$ cat src/rtl/hazard_forward_unit_gen.sv
// +--------------------------------------------------------------------------+
// | hazard_forward_unit_gen                                                  |
// | Operand forwarding selects and load-use stall control for a 5-stage      |
// | pipeline, driven by an internal EX/MEM/WB destination scoreboard.        |
// | Optional: define HAZARD_STALL_COUNT_EN to add a saturating stall counter.|
// | Revision: 1.0                                                            |
// +--------------------------------------------------------------------------+
`default_nettype none

module hazard_forward_unit_gen #(
    parameter int NUM_SRC     = 3,
    parameter int REG_W       = 5,
    parameter int ZERO_REG_HW = 1
) (
    input  logic                       clk,
    input  logic                       clr,
    input  logic                       id_valid,
    input  logic [REG_W-1:0]           id_rd,
    input  logic                       id_rf_en,
    input  logic                       id_load,
    input  logic [NUM_SRC*REG_W-1:0]   id_src,
    input  logic [NUM_SRC-1:0]         id_src_used,
    input  logic                       id_flush,
    output logic [2*NUM_SRC-1:0]       fwd_sel,
    output logic                       stall,
    output logic                       pc_le,
    output logic                       if_id_le,
    output logic                       bubble_sel
`ifdef HAZARD_STALL_COUNT_EN
    ,
    output logic [15:0]                stall_count
`endif
);

    typedef struct packed {
        logic             v;
        logic [REG_W-1:0] rd;
        logic             rf_en;
        logic             ld;
    } rec_t;

    rec_t ex_q, ex_d, mem_q, wb_q;
    logic [NUM_SRC-1:0] w_ld_use;

    // Load flags of the older stages are kept for record completeness only.
    logic w_unused;
    assign w_unused = ^{mem_q.ld, wb_q.ld};

    for (genvar i = 0; i < NUM_SRC; i++) begin : g_src
        logic [REG_W-1:0] w_tag;
        logic             w_zero;
        logic             w_ex_hit;
        logic             w_mem_hit;
        logic             w_wb_hit;
        logic [1:0]       w_sel;

        assign w_tag     = id_src[i*REG_W +: REG_W];
        assign w_zero    = (ZERO_REG_HW != 0) && (w_tag == '0);
        assign w_ex_hit  = id_src_used[i] & ex_q.v  & ex_q.rf_en  & (ex_q.rd  == w_tag) & ~w_zero;
        assign w_mem_hit = id_src_used[i] & mem_q.v & mem_q.rf_en & (mem_q.rd == w_tag) & ~w_zero;
        assign w_wb_hit  = id_src_used[i] & wb_q.v  & wb_q.rf_en  & (wb_q.rd  == w_tag) & ~w_zero;

        // A load in EX has no data yet, so it is skipped and older stages may still supply.
        always_comb begin
            w_sel = 2'd0;
            if (w_ex_hit && !ex_q.ld) begin
                w_sel = 2'd3;
            end else if (w_mem_hit) begin
                w_sel = 2'd2;
            end else if (w_wb_hit) begin
                w_sel = 2'd1;
            end
        end

        assign fwd_sel[2*i +: 2] = w_sel;
        assign w_ld_use[i]       = w_ex_hit & ex_q.ld;
    end

    assign stall      = id_valid & ~id_flush & (|w_ld_use);
    assign pc_le      = ~stall;
    assign if_id_le   = ~stall;
    assign bubble_sel = stall;

    always_comb begin
        ex_d = '0;
        if (id_valid && !id_flush && !stall) begin
            ex_d = {1'b1, id_rd, id_rf_en, id_load};
        end
    end

    always_ff @(posedge clk or posedge clr) begin
        if (clr) begin
            ex_q  <= '0;
            mem_q <= '0;
            wb_q  <= '0;
        end else begin
            ex_q  <= ex_d;
            mem_q <= ex_q;
            wb_q  <= mem_q;
        end
    end

`ifdef HAZARD_STALL_COUNT_EN
    logic [15:0] stall_count_q;

    always_ff @(posedge clk or posedge clr) begin
        if (clr) begin
            stall_count_q <= 16'd0;
        end else if (stall && (stall_count_q != 16'hFFFF)) begin
            stall_count_q <= stall_count_q + 16'd1;
        end
    end

    assign stall_count = stall_count_q;
`endif

endmodule

`default_nettype wire

$ cat config.mk
export PLATFORM = sky130hd
export DESIGN_NAME = hazard_forward_unit_gen
export DESIGN_NICKNAME = d
export VERILOG_FILES = /design/src/rtl/hazard_forward_unit_gen.sv
export SDC_FILE = /design/constraint.sdc
export NUM_CORES = 1
export LEC_CHECK = 0
export CAP_MARGIN = 10
export CORE_MARGIN = 2
export CORE_UTILIZATION = 50
export DETAILED_ROUTE_END_ITERATION = 12
export PLACE_DENSITY = 0.91
export REMOVE_ABC_BUFFERS = 1
export SLEW_MARGIN = 20
export SYNTH_ARGS = -nofsm -noshare
export SYNTH_HDL_FRONTEND = slang
export SYNTH_SLANG_ARGS = --single-unit
$ cat constraint.sdc
create_clock -name clk -period 4.7 [get_ports clk]
set_input_delay 0.94 -clock clk [delete_from_list [all_inputs] [get_ports clk]]
set_output_delay 0.94 -clock clk [all_outputs]
set_load 0.03 [all_outputs]
==> results.md <==
* Status: completed
* Pins Over Slew Limit at 0
* Crit share post-route at 95.7%
* Vias in the first global route at 1079
* Worst slew pin tran at 799 ps
* Sink Count at 22
* Post-route clock skew at 5.09 ps
* Final HPWL DP at 2550 microns
* Cell Area, Synth at 0.00129 sq mm
* Starting density of the core at 52.8%
* CTS Buf Count at 3
* DR vias at 1085
* Fraction of layout cells with a size suffix above 1 at 7.98%
* DR WL/cell at 16.0 microns
* Startpoint types: input port
* Syn Area/Cell at 10.8 sq um
* Synth unique cells at 21
* CP max stage delay at 750 ps
* Synthesis-stage register bit count at 22
* Worst reg2reg path depth at 5
* Max Buffers Root-to-Sink at 2
* Num rows at 18
* Most common cell after layout, fill and taps aside: clkdlybuf4s50_1
* Worst Path Required at 3760 ps
* P per Cell Area at 208 mW/mm^2
* Sequential element share of the synthesized area at 42.5%
* Gr ovfl total at 0
* Reg2reg setup slack at 2870 ps
* Tot GR Track Use at 23.0%
* RSZ-0062 raised after global routing: false
* Root Driver: clkbuf_4
* Post-CTS Setup Bufs at 0
* Post-Syn Instances at 120
* Post_cts resized at 0
* Min Tclk post-route at 4500 ps
* DRC at 0
* Fmax at 222 MHz
* Die X-Extent at 54.9 microns
* Leakage power at 0.691 nW
* NumNets Final at 194
* Yosys Warn Count at 0
* Min-delay worst type: flip-flop to flip-flop
* DR pass1 iterations at 5
* Worst-path maximum fanout at 4
* Power after layout at 0.365 mW
* Crit Path Class: input port to output port
* Hold Path Sink: wb_q[1]
* Hold_buf cts at 0
* Largest net degree at the start of global routing at 23
* Port Buffers at 38
* IO Pins at 39
* Final Core Density at 71.4%
* CP most frequent cell: clkdlybuf4s50_1
* Post-DRT Antenna Nets at 0
* Clock slew at reported path FFs at 110 ps
* Worst hold stages at 0
* Final setup violation count at 0
* Worst path cell trace: clkdlybuf4s50_1 > or4_1 > o21ai_1 > nor4_1 > o311ai_1 > clkdlybuf4s50_1
* CP max-delay cell: clkdlybuf4s50_1
* Peak supply drop at 0.000274 V
* Crit path arrival time at 3560 ps
* Max Cap Viol at 0
* Die height at 54.9 microns
* TritonCTS clock tree: built
* Ant diodes at 0
* Clk_lat worst skew at 290 ps
* Routed vias/inst at 5.62
* Post-detailed-routing wire length at 3090 microns
* Crit path capture type: output port
* Initial antenna violation count at 0
* Final Hold Viols at 0
* DRT iter0 DRCs at 9
* RR Endpoint: ex_q[6]
* First-pass GRT wire length at 4830 microns
* Gpl congestion at 0.821
* Layout area overhead at 35.4%
* CORE AREA at 0.00245 sq mm
* Most frequent cells in the layout: clkdlybuf4s50_1, xnor2_1, dfrtp_1
* Relative slew slack at 46.7%
* H-Tree Depth at 1
* Hold_sp: mem_q[1]
* FF-to-FF Start: ex_q[6]
* Area of the die at 0.00301 sq mm
-- state kept, by name, indices dropped and copies added (netlist names) --
signal	count
ex_q	8
wb_q	7
mem_q	7
-- logic make-up after synthesis --
logic type / synth area share, %
flip-flops: 42.5
AO/OA/AOI/OAI: 5.89
AND/OR/NAND/NOR: 19.4
XOR/XNOR: 30.4
buffers and inverters: 1.74
-- worst max path at each step --
stage | end | startpoint | cells past startpoint
6_report | pc_le | id_src[5] | 6
3_5_place_dp | if_id_le | id_src[5] | 6
4_1_cts | if_id_le | id_src[5] | 6
5_1_grt | pc_le | id_src[6] | 6
2_1_floorplan | bubble_sel | id_src[5] | 5
3_3_place_gp | if_id_le | id_src[5] | 6
-- worst max-delay path: cells and delay by family --
kind | cells | cell delay (ps)
buffers and inverters | 2 | 1270
AND/OR/NAND/NOR | 2 | 700
AO/OA/AOI/OAI | 2 | 640
-- routing by layer --
layer  up-vias  wire (microns)  global-route usage, %
li1        514               -                      -
met1       515            1250                   29.2
met2        48            1580                   39.5
met3         8             190                   3.23
met4         0              75                   8.94
met5         -               0                      0
-- metrics by stage --
step / cells / setup slack [ps] / area, sq um / setup TNS [ps] / hold slack (ps)
floorplan: 118 / -279 / 1280 / -559 / 354
global placement: 190 / 257 / 1730 / 0 / 356
detailed placement: 190 / 174 / 1730 / 0 / 360
CTS: 193 / 164 / 1750 / 0 / 385
global route: 193 / 0.999 / 1750 / 0 / 406
finish: 193 / 202 / 1750 / 0 / 385
-- cells in the mapped netlist (all sizes together) --
master / number / share of area [%]
o31ai: 1 / 1.6
xor2: 9 / 6.1
nand2: 7 / 2.0
nor4: 6 / 3.4
or4: 8 / 4.8
nand4: 9 / 4.3
buf: 2 / 1.2
o21ai: 6 / 2.9
nor2b: 1 / 0.48
and2: 1 / 0.48
o311ai: 1 / 0.68
dfrtp: 22 / 43
inv: 2 / 0.58
xnor2: 36 / 24
and3: 7 / 3.4
nand2b: 1 / 0.48
o2bb2ai: 1 / 0.68
-- layout make-up --
cell class	instances	area, sq um
multi-input cells	94	722
fillers	182	702
flip-flops and latches	22	551
repair buffers	42	413
well taps	30	37.5
clock buffers	3	22.5
inverters	2	7.51
-- where the power goes --
group | internal [mW] | total, mW | switching [mW] | leakage (nW)
registers | 0.197 | 0.207 | 0.0102 | 0.294
clock network | 0.0298 | 0.0801 | 0.0503 | 0.0138
logic | 0.0459 | 0.0778 | 0.0319 | 0.383
No activity file was read; power rests on OpenSTA's default activity.
==> patch 1, RTL diff (same flow settings) <==
The parameter `REG_W` goes from 5 to 10.
--- a/src/rtl/hazard_forward_unit_gen.sv
+++ b/src/rtl/hazard_forward_unit_gen.sv
@@ -10,5 +10,5 @@
 module hazard_forward_unit_gen #(
     parameter int NUM_SRC     = 3,
-    parameter int REG_W       = 5,
+    parameter int REG_W       = 10,
     parameter int ZERO_REG_HW = 1
 ) (
Interface: changed (resized id_rd and id_src); port bits go from 39 to 59. The function was not compared with the original's and may differ.
==> patch 1 against the unedited design <==
Routed wire length increased by 110%; final area up 82%; synthesized cell count is 82% higher; worst setup slack worse by 84 ps; sequential cell count grew 15; count of clock-buffer cells in the layout grew 2; synthesized area increased by 74%; power rose by 130%.
==> patch 1: results (changes against the unedited design) <==
Critical path
  • Worst EP arrival: 3640 ps (was 3560 ps)
  • CP peak stage delay: 590 ps (was 750 ps)
  • CP max FO: 3 (was 4)
  • Slowest CP cell: clkdlybuf4s50_1 (unchanged)
  • Worst r2r path cells: 6 (was 5)
  • Worst path top cell family by delay: buffers and inverters (unchanged)

GRT
  • Initial antenna violation count: 0 (unchanged)
  • Largest net degree at the start of global routing: 38 (was 23)
  • First-pass GRT wire length: 10.2 mm (was 4.83 mm)
  • Total GRT Usage: 27.5% (was 23.0%)
  • Number of global-route vias before repair: 2082 (was 1079)

Finish
  • Clock buffer cells: 5 (was 3)
  • Final-layout fill cell count: 319 (was 182)
  • Clock-cell share: 4.19% (was 1.28%)
  • Non-clock buffering overhead: 24.1% (was 23.6%)
  • Seq/total area: 29.0% (was 31.4%)
  • Top flop regs: ex_q (13), mem_q (12), wb_q (12) (was ex_q (8), mem_q (7), wb_q (7))
  • Proportion of layout cells with a drive suffix above 1: 13.4% (was 7.98%)
  • Non-CTS inverters: 1 (was 2)
  • NumNets Final: 354 (was 194)
  • Antenna cells: 0 (unchanged)
  • #MultiIn Comb: 176 (was 94)
  • Top cell category: multi-input gates (unchanged)
  • Signal buffers: 84 (was 42)
  • Multi-input combinational area share: 40.6% (was 41.2%)

Worst hold path
  • HP Class: reg2reg (unchanged)
  • Worst hold path stage count: 0 (unchanged)

Clock network
  • CTS clock-pin slew for the worst setup and hold paths: 70 ps (was 110 ps)
  • Post-cts sizing count: 0 (unchanged)
  • Clock Latency Late Sink: 280 ps
  • Number of setup buffers added after CTS: 0 (unchanged)
  • Root Driver: clkbuf_8 (was clkbuf_4)
  • H-tree depth: 2 (was 1)

Pwr
  • Comb pwr: 0.000164 W (was 0.0000778 W)
  • Sequential power: 0.000349 W (was 0.000207 W)
  • Switch share: 23.2% (was 25.3%)
  • LEAKAGE: 1.30 nW (was 0.691 nW)
  • Maximum vdd ir drop: 0.000327 V (was 0.000274 V)

Yosys
  • Sequential-to-total area share from yosys stat: 41.0% (was 42.5%)
  • Top cells by area, synth: dfrtp_1, xnor2_1, xor2_1 (unchanged)
  • Synth top cells by count: xnor2_1, dfrtp_1, xor2_1, nand2_1 (was xnor2_1, dfrtp_1, nand4_1, xor2_1)
  • #FFs+latches synth: 37 (was 22)
  • Fraction of registers with async set/reset: 100% (unchanged)
  • Primary FF master, synth: dfrtp_1 (unchanged)
  • Warnings from Yosys: 0 (unchanged)
  • Yosys cell types: 25 (was 21)

Status
  • Outcome: finished, final reports clean (unchanged)

Route
  • First-iteration detailed-routing DRC count: 103 (was 9)
  • Vias: 1944 (was 1085)
  • Total Routed Length: 6.51 mm (was 3.09 mm)
  • First-pass iteration count of the detailed router: 4 (was 5)

Timing
  • Final clock skew: 3.67 ps (was 5.09 ps)
  • Slew @ Worst Pin: 420 ps (was 799 ps)

Flow run
  • Maxcap violations: 0 (unchanged)

Place
  • Detail Placement HPWL: 5.36 mm (was 2.55 mm)
  • Placer Congestion: 0.989 (was 0.821)
  • Port Buf Inserts: 58 (was 38)
  • DP Worst Slack: 128 ps (was 174 ps)
patch 1: changes by cell type after synthesis, sizes merged, moves of 6 or more:
cell / delta
nor2: +12
xnor2: +24
o41ai: +6
nor3: +6
and3: -7
o21ai: -6
xor2: +21
nand3: +9
dfrtp: +15
nand2: +7
patch 1: logic make-up after synthesis:
group / count (synthesis) / share of synthesized area, %
simple gates: 76 / 17.8
buf+inv: 5 / 1.50
xor+xnor: 90 / 34.9
compound gates: 10 / 4.76
flops: 37 / 41.0
patch 1: per-stage QoR:
| step | hold WS (ps) | cells | util (%) | total power, W | area (um2) |
|---|---|---|---|---|---|
| 5_1_grt | 384 | 358 | 73.4 | 0.000858 | 3200 |
| 6_report | 365 | 358 | 73.4 | 0.000827 | 3200 |
| 4_1_cts | 362 | 358 | 73.4 | 0.000835 | 3200 |
| 3_3_place_gp | 351 | 350 | 70.4 | 0.000514 | 3060 |
| 3_5_place_dp | 353 | 350 | 70.4 | 0.000516 | 3060 |
| 2_1_floorplan | 346 | 214 | - | 0.000420 | 2230 |
patch 1: final timing paths:
| path | startpoint | endpoint | slack (ps) |
|---|---|---|---|
| worst max-delay path | id_src[7] | bubble_sel | 120 |
| worst min-delay path | ex_q[1]$_DFF_PP0_ | mem_q[1]$_DFF_PP0_ | 360 |
| worst max register to register | ex_q[10]$_DFF_PP0_ | ex_q[12]$_DFF_PP0_ | 2740 |
| worst min register to register | ex_q[1]$_DFF_PP0_ | mem_q[1]$_DFF_PP0_ | 360 |
| max in group asynchronous | clr | ex_q[4]$_DFF_PP0_ | 3340 |
| min in group asynchronous | clr | mem_q[1]$_DFF_PP0_ | 1050 |
patch 1: metal layers:
layer	wire length (um)	up-vias	global-route usage, %
met5	0	-	0
met4	233	0	12.2
met2	3280	82	49.6
met3	397	15	3.56
li1	-	925	-
met1	2600	922	32.3
==> patch 2, RTL diff (same flow settings) <==
Made on the original files. The option `HAZARD_STALL_COUNT_EN` is turned on by a define.
--- a/src/rtl/hazard_forward_unit_gen.sv
+++ b/src/rtl/hazard_forward_unit_gen.sv
@@ -7,4 +7,6 @@
 // +--------------------------------------------------------------------------+
 `default_nettype none
+
+`define HAZARD_STALL_COUNT_EN
 
 module hazard_forward_unit_gen #(
Check against the original RTL (old outputs only; new: stall_count): equivalent (equiv_simple and equiv_induct, registers matched by name and starting in step).
==> patch 2 against the unedited design <==
Final area rose by 60%; cell count rose by 60%; largest cell class unchanged; power rose by 92%; combinational power rose by 2%; sequential cell count rose by 16; synthesized area rose by 62%; routed wire length rose by 53%; worst setup slack improved by 220 ps; via count rose by 56%.
==> patch 2: results (changes against the unedited design) <==
Route
  • Wire per inst: 15.3 um (was 16.0 um)
  • First-pass iteration count of the detailed router: 4 (was 5)
  • First-iteration detailed-routing DRC count: 80 (was 9)
  • Vias: 1690 (was 1085)
  • DR WL met2: 2.36 mm (was 1.58 mm)

Finish
  • Multi-input combinational cell area: 1110 um2 (was 722 um2)
  • Final-layout fill cell count: 297 (was 182)
  • Clock-cell share: 4.07% (was 1.28%)
  • Multi-input combinational area share: 39.5% (was 41.2%)
  • #MultiIn Comb: 154 (was 94)
  • Non-CTS inverters: 3 (was 2)
  • Max FFs per register: 16 (was 8)
  • Proportion of layout cells with a drive suffix above 1: 8.11% (was 7.98%)
  • Clock buffer cells: 5 (was 3)
  • Non-filler cells in the finished layout: 309 (was 193)
  • Seq/total area: 34.0% (was 31.4%)
  • NumNets Final: 288 (was 194)

Place
  • DP Cell Count: 301 (was 190)
  • Detail Placement HPWL: 3.77 mm (was 2.55 mm)
  • DP Worst Slack: 426 ps (was 174 ps)
  • Placer Congestion: 0.971 (was 0.821)
  • Port Buf Inserts: 54 (was 38)

Yosys
  • Post-synthesis mux area share: 1.08% (was 0%)
  • Sequential-to-total area share from yosys stat: 45.4% (was 42.5%)
  • Synth top cells by count: xnor2_1, dfrtp_1, nand2_1, xor2_1, nand3_1 (was xnor2_1, dfrtp_1, nand4_1, xor2_1)
  • Top cells by area, synth: dfrtp_1, xnor2_1, xor2_1 (unchanged)
  • Compound-Gate Fraction of Synth Area: 2.69% (was 5.89%)
  • Post-synthesis xor/xnor area fraction: 24.7% (was 30.4%)
  • Adder-Cell Fraction of Synth Area: 0.597% (was 0%)

Pwr
  • LEAKAGE: 1.14 nW (was 0.691 nW)
  • Internal power: 0.000537 W (was 0.000272 W)
  • P_clk: 0.000276 W (was 0.0000801 W)
  • Sequential power: 0.000345 W (was 0.000207 W)

Critical path
  • Worst EP arrival: 3340 ps (was 3560 ps)
  • CP peak stage delay: 690 ps (was 750 ps)

GRT
  • Grt met3 use: 5.68% (was 3.23%)
  • Total GRT Usage: 22.5% (was 23.0%)
  • Largest net degree at the start of global routing: 39 (was 23)
  • Number of global-route vias before repair: 1624 (was 1079)
  • Met1 usage: 29.3% (was 29.2%)
  • Met2 Track Usage GR: 36.1% (was 39.5%)
  • First-pass GRT wire length: 7.68 mm (was 4.83 mm)

Clock network
  • CTS clock-pin slew for the worst setup and hold paths: 80 ps (was 110 ps)
  • Root Driver: clkbuf_8 (was clkbuf_4)

Status
  • Outcome: finished, final reports clean (unchanged)

Timing
  • Slew HR: 50.5% (was 46.7%)
==> patch 2: changes by cell type in the layout (fill, tap and decap cells not counted), moves of 7 or more <==
| cell | change |
|---|---|
| nand2_1 | +10 |
| clkdlybuf4s50_1 | +17 |
| nand3_1 | +13 |
| dfrtp_1 | +16 |
| xnor2_1 | +9 |
| nor3_1 | +7 |
==> patch 2: final timing paths <==
path / startpoint / depth (start not counted) / to / slack, ps
worst max-delay path: id_src[5] / 7 / if_id_le / 420
worst min-delay path: mem_q[7]$_DFF_PP0_ / 0 / wb_q[7]$_DFF_PP0_ / 370
worst max register to register: ex_q[6]$_DFF_PP0_ / 6 / stall_count[12]$_DFFE_PP0P_ / 2440
worst min register to register: mem_q[7]$_DFF_PP0_ / 0 / wb_q[7]$_DFF_PP0_ / 370
max in group asynchronous: clr / 3 / stall_count[3]$_DFFE_PP0P_ / 3320
min in group asynchronous: clr / 3 / mem_q[5]$_DFF_PP0_ / 1060
